--- src/rtl/stream_fetch_ctrl_if.sv ---
// rtl/stream_fetch_ctrl_if.sv - word-read port between the stream fetcher and stream memory
interface stream_fetch_ctrl_if;
  logic        mem_rd_en;
  logic        mem_rd_gnt;
  logic [29:0] mem_rd_addr;
  logic        mem_rd_valid;
  logic [31:0] mem_rd_data;

  modport master (
    output mem_rd_en,
    output mem_rd_addr,
    input  mem_rd_gnt,
    input  mem_rd_valid,
    input  mem_rd_data
  );

  modport slave (
    input  mem_rd_en,
    input  mem_rd_addr,
    output mem_rd_gnt,
    output mem_rd_valid,
    output mem_rd_data
  );
endinterface

--- src/rtl/stream_fetch_ctrl.sv ---
// rtl/stream_fetch_ctrl.sv - credit-controlled word prefetch serving the NAL parser one byte at a time
module stream_fetch_ctrl #(
  parameter int FIFO_DEPTH = 8,
  parameter int LEN_W      = 24
) (
  input  logic                 clk,
  input  logic                 rst_n,
  input  logic                 start,
  input  logic                 flush,
  input  logic [31:0]          base_addr,
  input  logic [LEN_W-1:0]     stream_len,
  input  logic                 run,
  input  logic                 byte_req,
  output logic                 dec_ena,
  output logic [7:0]           byte_data,
  stream_fetch_ctrl_if.master  mem,
  output logic                 busy,
  output logic                 done
);

  localparam int AW = $clog2(FIFO_DEPTH);
  localparam int CW = AW + 1;
  localparam logic [CW:0] DEPTH_V = (CW+1)'(FIFO_DEPTH);

  typedef enum logic [2:0] {S_IDLE, S_FETCH, S_PAD, S_DONE, S_DRAIN} state_t;

  state_t            state;
  logic [31:0]       fifo_mem [FIFO_DEPTH];
  logic [AW-1:0]     wr_ptr, rd_ptr;
  logic [CW-1:0]     fifo_count, outstanding, outs_nxt;
  logic [29:0]       word_ptr;
  logic [1:0]        byte_sel;
  logic [LEN_W-1:0]  bytes_left;
  logic [LEN_W:0]    words_left, words_calc;
  logic [1:0]        pad_cnt;
  logic [31:0]       head;
  logic              fifo_empty, issue, consume, push, pop;

  assign fifo_empty = (fifo_count == '0);
  assign head       = fifo_mem[rd_ptr];

  // Outstanding reads hold credit so a burst of returns can never overflow the FIFO.
  assign mem.mem_rd_en   = (state == S_FETCH) && (words_left != '0) &&
                           (({1'b0, fifo_count} + {1'b0, outstanding}) < DEPTH_V);
  assign mem.mem_rd_addr = word_ptr;

  assign issue    = mem.mem_rd_en && mem.mem_rd_gnt;
  assign outs_nxt = outstanding + CW'(issue) - CW'(mem.mem_rd_valid);
  assign push     = mem.mem_rd_valid && (state != S_DRAIN);
  assign consume  = byte_req && dec_ena;
  assign pop      = (state == S_FETCH) && consume &&
                    ((byte_sel == 2'd3) || (bytes_left == LEN_W'(1)));

  assign words_calc = ((LEN_W+1)'(base_addr[1:0]) + (LEN_W+1)'(stream_len) +
                       (LEN_W+1)'(3)) >> 2;

  assign busy = (state != S_IDLE) && (state != S_DONE);
  assign done = (state == S_DONE);

  always_comb begin
    dec_ena   = 1'b0;
    byte_data = 8'h00;
    case (state)
      S_FETCH: begin
        dec_ena = run && !fifo_empty;
        if (!fifo_empty) begin
          case (byte_sel)
            2'd0:    byte_data = head[7:0];
            2'd1:    byte_data = head[15:8];
            2'd2:    byte_data = head[23:16];
            default: byte_data = head[31:24];
          endcase
        end
      end
      S_PAD: begin
        dec_ena   = run;
        byte_data = (pad_cnt == 2'd2) ? 8'h01 : 8'h00;
      end
      default: ;
    endcase
  end

  always_ff @(posedge clk) begin
    if (push && !flush) fifo_mem[wr_ptr] <= mem.mem_rd_data;
  end

  always_ff @(posedge clk or negedge rst_n) begin
    if (!rst_n) begin
      state       <= S_IDLE;
      wr_ptr      <= '0;
      rd_ptr      <= '0;
      fifo_count  <= '0;
      outstanding <= '0;
      word_ptr    <= '0;
      byte_sel    <= '0;
      bytes_left  <= '0;
      words_left  <= '0;
      pad_cnt     <= '0;
    end else begin
      outstanding <= outs_nxt;
      if (issue) begin
        word_ptr   <= word_ptr + 30'd1;
        words_left <= words_left - (LEN_W+1)'(1);
      end
      if (flush) begin
        wr_ptr     <= '0;
        rd_ptr     <= '0;
        fifo_count <= '0;
        pad_cnt    <= '0;
        bytes_left <= '0;
        state      <= (outs_nxt != '0) ? S_DRAIN : S_IDLE;
      end else begin
        if (push) wr_ptr <= wr_ptr + AW'(1);
        if (pop)  rd_ptr <= rd_ptr + AW'(1);
        fifo_count <= fifo_count + CW'(push) - CW'(pop);
        case (state)
          S_IDLE, S_DONE: begin
            if (start) begin
              word_ptr   <= base_addr[31:2];
              byte_sel   <= base_addr[1:0];
              bytes_left <= stream_len;
              words_left <= words_calc;
              pad_cnt    <= '0;
              state      <= (stream_len == '0) ? S_PAD : S_FETCH;
            end
          end
          S_FETCH: begin
            if (consume) begin
              bytes_left <= bytes_left - LEN_W'(1);
              byte_sel   <= byte_sel + 2'd1;
              if (bytes_left == LEN_W'(1)) begin
                pad_cnt <= '0;
                state   <= S_PAD;
              end
            end
          end
          S_PAD: begin
            if (consume) begin
              if (pad_cnt == 2'd2) state <= S_DONE;
              else                 pad_cnt <= pad_cnt + 2'd1;
            end
          end
          S_DRAIN: begin
            if (outs_nxt == '0) state <= S_IDLE;
          end
          default: state <= S_IDLE;
        endcase
      end
    end
  end

endmodule

--- src/flat_wrapper.sv ---
// flat-port wrapper written by rule: the top's interface ports become plain ports
module stream_fetch_ctrl_flat 
#(
  parameter int FIFO_DEPTH = 8,
  parameter int LEN_W      = 24
)
  (clk, rst_n, start, flush, base_addr, stream_len, run, byte_req, dec_ena, byte_data, busy, done, mem_mem_rd_en, mem_mem_rd_addr, mem_mem_rd_gnt, mem_mem_rd_valid, mem_mem_rd_data);
  stream_fetch_ctrl_if mem_i ();
  input  logic clk;
  input  logic rst_n;
  input  logic start;
  input  logic flush;
  input  logic [31:0] base_addr;
  input  logic [LEN_W-1:0] stream_len;
  input  logic run;
  input  logic byte_req;
  output logic dec_ena;
  output logic [7:0] byte_data;
  output logic busy;
  output logic done;
  output wire logic [$bits(mem_i.mem_rd_en)-1:0] mem_mem_rd_en;
  output wire logic [$bits(mem_i.mem_rd_addr)-1:0] mem_mem_rd_addr;
  input wire logic [$bits(mem_i.mem_rd_gnt)-1:0] mem_mem_rd_gnt;
  input wire logic [$bits(mem_i.mem_rd_valid)-1:0] mem_mem_rd_valid;
  input wire logic [$bits(mem_i.mem_rd_data)-1:0] mem_mem_rd_data;
  assign mem_mem_rd_en = mem_i.mem_rd_en;
  assign mem_mem_rd_addr = mem_i.mem_rd_addr;
  assign mem_i.mem_rd_gnt = mem_mem_rd_gnt;
  assign mem_i.mem_rd_valid = mem_mem_rd_valid;
  assign mem_i.mem_rd_data = mem_mem_rd_data;
  stream_fetch_ctrl #(.FIFO_DEPTH(FIFO_DEPTH), .LEN_W(LEN_W)) u_core (.clk(clk), .rst_n(rst_n), .start(start), .flush(flush), .base_addr(base_addr), .stream_len(stream_len), .run(run), .byte_req(byte_req), .dec_ena(dec_ena), .byte_data(byte_data), .mem(mem_i), .busy(busy), .done(done));
endmodule
--- config.mk ---
export PLATFORM = sky130hd
export DESIGN_NAME = stream_fetch_ctrl_flat
export DESIGN_NICKNAME = d
export VERILOG_FILES = /design/src/rtl/stream_fetch_ctrl_if.sv /design/src/rtl/stream_fetch_ctrl.sv /design/src/flat_wrapper.sv
export SDC_FILE = /design/constraint.sdc
export NUM_CORES = 1
export LEC_CHECK = 0
export BUFFER_PORTS_ARGS = -buffer_cell sky130_fd_sc_hd__buf_2
export CORE_ASPECT_RATIO = 0.75
export CORE_MARGIN = 3
export CORE_UTILIZATION = 45
export DETAILED_ROUTE_END_ITERATION = 12
export PLACE_DENSITY = 0.63
export SETUP_SLACK_MARGIN = 0.5
export SLEW_MARGIN = 20
export SYNTH_ARGS = -nofsm -noshare
export SYNTH_HDL_FRONTEND = slang
export SYNTH_SLANG_ARGS = --single-unit
--- constraint.sdc ---
create_clock -name clk -period 5.25 [get_ports clk]
set_input_delay 0 -clock clk [delete_from_list [all_inputs] [get_ports clk]]
set_output_delay 0 -clock clk [all_outputs]
set_load 0.02 [all_outputs]
Yosys cells after proc, flatten, opt, wreduce, memory -nomap -nowiden

Memory sizes are Yosys's and may differ from the RTL's.
Cells that the tools add are included.

Input bits: 96
Flip-flop bits (word level): 100
Bits in writable memories: 256
Memories kept: 1
Output and inout port bits: 42

$add $sub $neg: 14
Reduce and logical (&&, ||, !) cells: 31
Mux-type cells: 44
Equal/unequal tests: 20
Bitwise gates (word level): 1
$lt $le $gt $ge: 1

Memories:

| memory          | words | width | rd ports | clocked after memory_dff | write ports | RTL line                | RTL |
|---|---|---|---|---|---|---|---|
| u_core.fifo_mem | 8     | 32    | 1        | 0                        | 1           | stream_fetch_ctrl.sv:28 | `logic [31:0] fifo_mem [FIFO_DEPTH];` |

Operators by type and width:

| kind                  | number |
|---|---|
| $mux 30               | 4 |
| $mux 25               | 4 |
| $mux 24               | 3 |
| $pmux 24 s2           | 1 |
| $mux 3                | 12 |
| $add 30x1->30 const B | 1 |
| $add 2x24->25         | 1 |
| $add 25x2->25 const B | 1 |
| $reduce_bool 25->1    | 1 |
| $sub 25x1->25 const B | 1 |
| $eq 24x1->1 const B   | 1 |
| $logic_not 24->1      | 1 |
| $pmux 8 s3            | 1 |
| $sub 24x1->24 const B | 1 |
| $mux 2                | 9 |
| $pmux 8 s2            | 1 |
| $ne 3x2->1 const B    | 5 |
| $ne 3x3->1 const B    | 4 |
| $pmux 3 s4            | 1 |
| $reduce_and 6->1      | 2 |
| $logic_and 1x1->1     | 10 |
| $add 4x1->4           | 2 |
| $logic_not 4->1       | 2 |
| $mux 8                | 1 |
| other kinds (28)      | 41 |

Depth between registers and ports, before layout

Depth after elaboration: 10
Mapped depth: 14
Gate-level depth less buffers: 13

Least setup slack after synthesis

OpenSTA, ideal clock, no wires.

Path kind: flip-flop to flip-flop
Start: reg u_core.state[0]
End: mem u_core.fifo_mem[0][0], enable pin
Required time: 4789 ps
Arrival time: 3634 ps
Slack: 1155 ps
Cell stages (with the launch flop): 7
Clock period less this slack: 4095 ps
Path buffers: 2
Cells stage by stage: dfrtp_1 clkbuf_1 clkbuf_1 or3b_2 nand2_1 or3_1 nor3_1

Word-level cells in the longest chain between the ends: 5

Ends and longest elaborated chain:

| item                         | RTL line                 | RTL |
|---|---|---|
| start: declaration           | stream_fetch_ctrl.sv:27  | `state_t state;` |
| start signal: assignment     | stream_fetch_ctrl.sv:111 | `state <= (outs_nxt != '0) ? S_DRAIN : S_IDLE;` |
| start signal: assignment     | stream_fetch_ctrl.sv:124 | `state <= (stream_len == '0) ? S_PAD : S_FETCH;` |
| $ne 3x3->1                   | stream_fetch_ctrl.sv:49  | `assign push = mem.mem_rd_valid && (state != S_DRAIN);` |
| $logic_and 1x1->1            | stream_fetch_ctrl.sv:49  |  |
| $logic_and 1x1->1            | stream_fetch_ctrl.sv:84  | `if (push && !flush) fifo_mem[wr_ptr] <= mem.mem_rd_data;` |
| $mux 1                       | stream_fetch_ctrl.sv:84  |  |
| $mux 1 (implied by the code) | stream_fetch_ctrl.sv:84  |  |
| end: declaration             | stream_fetch_ctrl.sv:28  |  |

Every way passes these cells.

Final worst setup path

Start: reg u_core.words_left[11]
End: reg u_core.state[1]

Word-level cells in the longest chain between the ends: 9

Ends and longest elaborated chain:

| item                              | RTL line                 | RTL |
|---|---|---|
| start: declaration                | stream_fetch_ctrl.sv:34  | `logic [LEN_W:0] words_left, words_calc;` |
| start signal: assignment          | stream_fetch_ctrl.sv:103 | `words_left <= words_left - (LEN_W+1)'(1);` |
| start signal: assignment          | stream_fetch_ctrl.sv:122 | `words_left <= words_calc;` |
| $reduce_bool 25->1                | stream_fetch_ctrl.sv:43  | `assign mem.mem_rd_en = (state == S_FETCH) && (words_left != '0) &&` |
| $logic_and 1x1->1 (2 in a row)    | stream_fetch_ctrl.sv:43  |  |
| $logic_and 1x1->1                 | stream_fetch_ctrl.sv:47  | `assign issue = mem.mem_rd_en && mem.mem_rd_gnt;` |
| $add 4x1->4                       | stream_fetch_ctrl.sv:48  | `assign outs_nxt = outstanding + CW'(issue) - CW'(mem.mem_rd_valid);` |
| $sub 4x1->4                       | stream_fetch_ctrl.sv:48  |  |
| net u_core.outs_nxt[2]            | stream_fetch_ctrl.sv:30  | `logic [CW-1:0] fifo_count, outstanding, outs_nxt;` |
| $logic_not 4->1                   | stream_fetch_ctrl.sv:144 | `if (outs_nxt == '0) state <= S_IDLE;` |
| $ne 3x2->1 (no source line)       | --                       |  |
| $reduce_and 6->1 (no source line) | --                       |  |

The timed path passes the listed nets, and every way through them passes these cells.
A chain may end at the register's enable or synchronous reset.

==> results.json <==
{
  "outcome": "finished clean",
  "ios": 138,
  "cts_made_buffers": 36,
  "hpwl_um": 24900,
  "grt_overflow": 0,
  "grt_pass1_wl_um": 61000,
  "synth-simple-area-share_pct": 10.3,
  "synth-seq-area-share_pct": 62.0,
  "worst_setup_path_end_kind": "flip-flop",
  "setup.worst_path.start": "u_core.words_left[11]",
  "start_util_pct": 46.5,
  "whs_ns": 0.0849,
  "slowest_delay_ns": 0.60,
  "hold_path.class": "in2reg",
  "fin_crit_sh_pct": 80.9,
  "ys.flop_type": "edfxtp_1",
  "drive_above_1_share_pct": 21.7,
  "synth_top_cell_by_area": "edfxtp_1",
  "wl_met3_um": 2290,
  "yosysWarnings": 0,
  "worstHoldStart": "mem_mem_rd_gnt",
  "cellPowerDensity_mw_per_mm2": 407,
  "nFillCells": 2828,
  "worst_slew_pin_slew_ns": 1.12,
  "fin_util_pct": 55.7,
  "seq_area_mm2": 0.0102,
  "avgViaCountPerCell": 5.72,
  "synth.area.top_cells": "edfxtp_1 47%, dfrtp_1 15%, mux4_2 8.8%",
  "drtAntennaViolNets": 0,
  "yosys-top-cells-count": "256 x edfxtp_1, 100 x dfrtp_1, 79 x nor2_1, 70 x nand2_1, 67 x o21ai_0",
  "route.detailed.drc": 0,
  "grt_setup_unrepaired": "no",
  "setup_viol": 0,
  "clk_path_buf_depth": 3,
  "cp_cell_sequence": "or4_4 > or4_1 > o31ai_4 > inv_2 > ha_1 > fa_1 > xor2_1 > or3_1 > o31ai_1 > nand4_1 > o21bai_1 > a21oi_1",
  "p_leak_nw": 6.96,
  "clk_pin_slew_ns": 0.06,
  "io_buffers": 137,
  "tns_ns": 0,
  "antenna_found_initial": 2,
  "drt_pass1_iterations": 5,
  "synth.most_common_cell": "edfxtp_1",
  "hold_violations": 0,
  "syn_inst": 1202,
  "top_layer_used": "met4",
  "wire_per_inst_um": 20.5,
  "max_freq_ghz": 0.235,
  "maxCapViolations": 0,
  "final_nets": 1554,
  "setup_slack_ns": 1.00,
  "irDropWorstVdd_uv": 233,
  "synth_xor_area_share_pct": 4.10,
  "async_reset_ff_share_pct": 28.1,
  "cts_setup_buffers": 0,
  "min_period_ns": 4.25,
  "grt_max_degree": 56,
  "syn_area_mm2": 0.0164,
  "htree_levels": 2,
  "critPathMaxFanout": 19,
  "synth_fp_nets": 1327,
  "cts_tree": "done",
  "slew_violations": 0,
  "ctsResizeCount": 0,
  "synth_top_family_by_area": "multiplexers",
  "yosys-mux-area-fraction_pct": 11.5,
  "cts_num_sinks": 356,
  "synth_cell_type_count": 65,
  "synth-compound-area-share_pct": 7.36,
  "gp_congestion": 0.855,
  "synth_top_area_share_pct": 46.8,
  "die_width_um": 227,
  "clock_skew_ns": 0.0160,
  "root_buffer": "clkbuf_16",
  "drtIter0Drc": 1038,
  "wl_met2_um": 17800,
  "grtUsageTotal_pct": 20.3,
  "slowest_stage": "or4_1",
  "multiInputGateArea_mm2": 0.00595,
  "synth.avg_cell_area_um2": 13.7,
  "routed_wl_um": 39300,
  "wl_met1_um": 18500,
  "rr_startpoint": "u_core.words_left[11]",
  "critPathLaunchType": "flip-flop",
  "cp.required_ns": 5.70,
  "clk_latency_ns": 0.53,
  "criticalPathCategory": "reg2reg",
  "crit_arrival_ns": 4.70,
  "area_growth_syn_to_layout_pct": 19.7,
  "vias": 10900,
  "synthAdderAreaFrac_pct": 2.41,
  "synth_edf_count": 256,
  "slew_headroom_pct": 25.4,
  "cts_hold_buf": 96,
  "place_worst_setup_slack_ns": 1.09,
  "coreArea_mm2": 0.0354,
  "dieHeight_um": 172,
  "rows": 59,
  "die-area_mm2": 0.0389,
  "grt_pass1_vias": 10600,
  "synth_seq_cells": 356
}
-- per-stage QoR --
| step | area (µm²) | cells | total power (W) |
|---|---|---|---|
| after floorplan | 16400 | 1202 | 0.00502 |
| after global placement | 17700 | 1752 | 0.00560 |
| after detailed placement | 17700 | 1752 | 0.00564 |
| after CTS | 19700 | 1911 | 0.00806 |
| after global routing | 19700 | 1913 | 0.00844 |
| final | 19700 | 1913 | 0.00802 |
-- power by group --
| part | switching [W] | internal (W) |
|---|---|---|
| registers | 0.000356 | 0.00337 |
| logic | 0.00120 | 0.000756 |
| clock network | 0.00105 | 0.00129 |
| total | 0.00260 | 0.00542 |
-- registers in the layout, indices dropped and copies added, names as in the netlist --
register	cells
u_core.state	3
u_core.wr_ptr	3
u_core.rd_ptr	3
u_core.fifo_count	4
u_core.mem.mem_rd_addr	30
u_core.outstanding	4
u_core.words_left	25
u_core.bytes_left	24
u_core.fifo_mem	256
u_core.byte_sel	2
u_core.pad_cnt	2
-- layout by cell type (no fill, tap or decap), drive strengths merged, types with 37 or more instances in the layout --
master / count
dfrtp: 100
mux4: 64
o21ai: 68
nor2: 79
a21oi: 63
clkbuf: 51
inv: 37
edfxtp: 256
nor4: 37
nand3: 37
xnor2: 51
nor3: 42
nand2: 70
dlygate4sd3: 96
buf: 154
-- kinds of logic after synthesis --
logic type,Yosys count
and+or+nand+nor,338
AOI/OAI and AO/OA,199
DFF,356
muxes,106
xor gates and xnor gates,77
adders and majority gates,30
buffers and inverters,96
-- routing by layer --
| layer | vias up | global-route usage (%) |
|---|---|---|
| met5 | - | 0 |
| met4 | 0 | 5.05 |
| met3 | 54 | 3.55 |
| met2 | 327 | 30.6 |
| met1 | 5479 | 30.9 |
| li1 | 5074 | - |
-- layout make-up --
type	count	share of cell area, %
antenna	2	0.0254
clock buffer	51	4.91
clock inverter	12	0.420
timing repair buffer	250	9.03
multi-input combinational	750	30.2
sequential	356	51.8
inverter	35	0.667
tap	457	2.90
-- worst max-delay path, delay by kind of cell, from the launching register on --
| family | cells | cell delay, ns |
|---|---|---|
| AOI/OAI and AO/OA | 4 | 0.99 |
| xor gates and xnor gates | 1 | 0.18 |
| adders and majority gates | 2 | 0.63 |
| buffers and inverters | 1 | 0.21 |
| DFF | 1 | 0.43 |
| and+or+nand+nor | 4 | 1.74 |
-- final timing paths --
path	depth (start not counted)	slack (ns)	to
min reg2reg	1	0.51	u_core.pad_cnt[0]
min in group asynchronous	2	0.09	u_core.mem.mem_rd_addr[16]
max	12	1.00	u_core.state[1]
max in group asynchronous	3	4.03	u_core.mem.mem_rd_addr[25]
max reg2reg	12	1.00	u_core.state[1]
min	4	0.08	u_core.words_left[24]
Power figures use the tool's default switching activity.
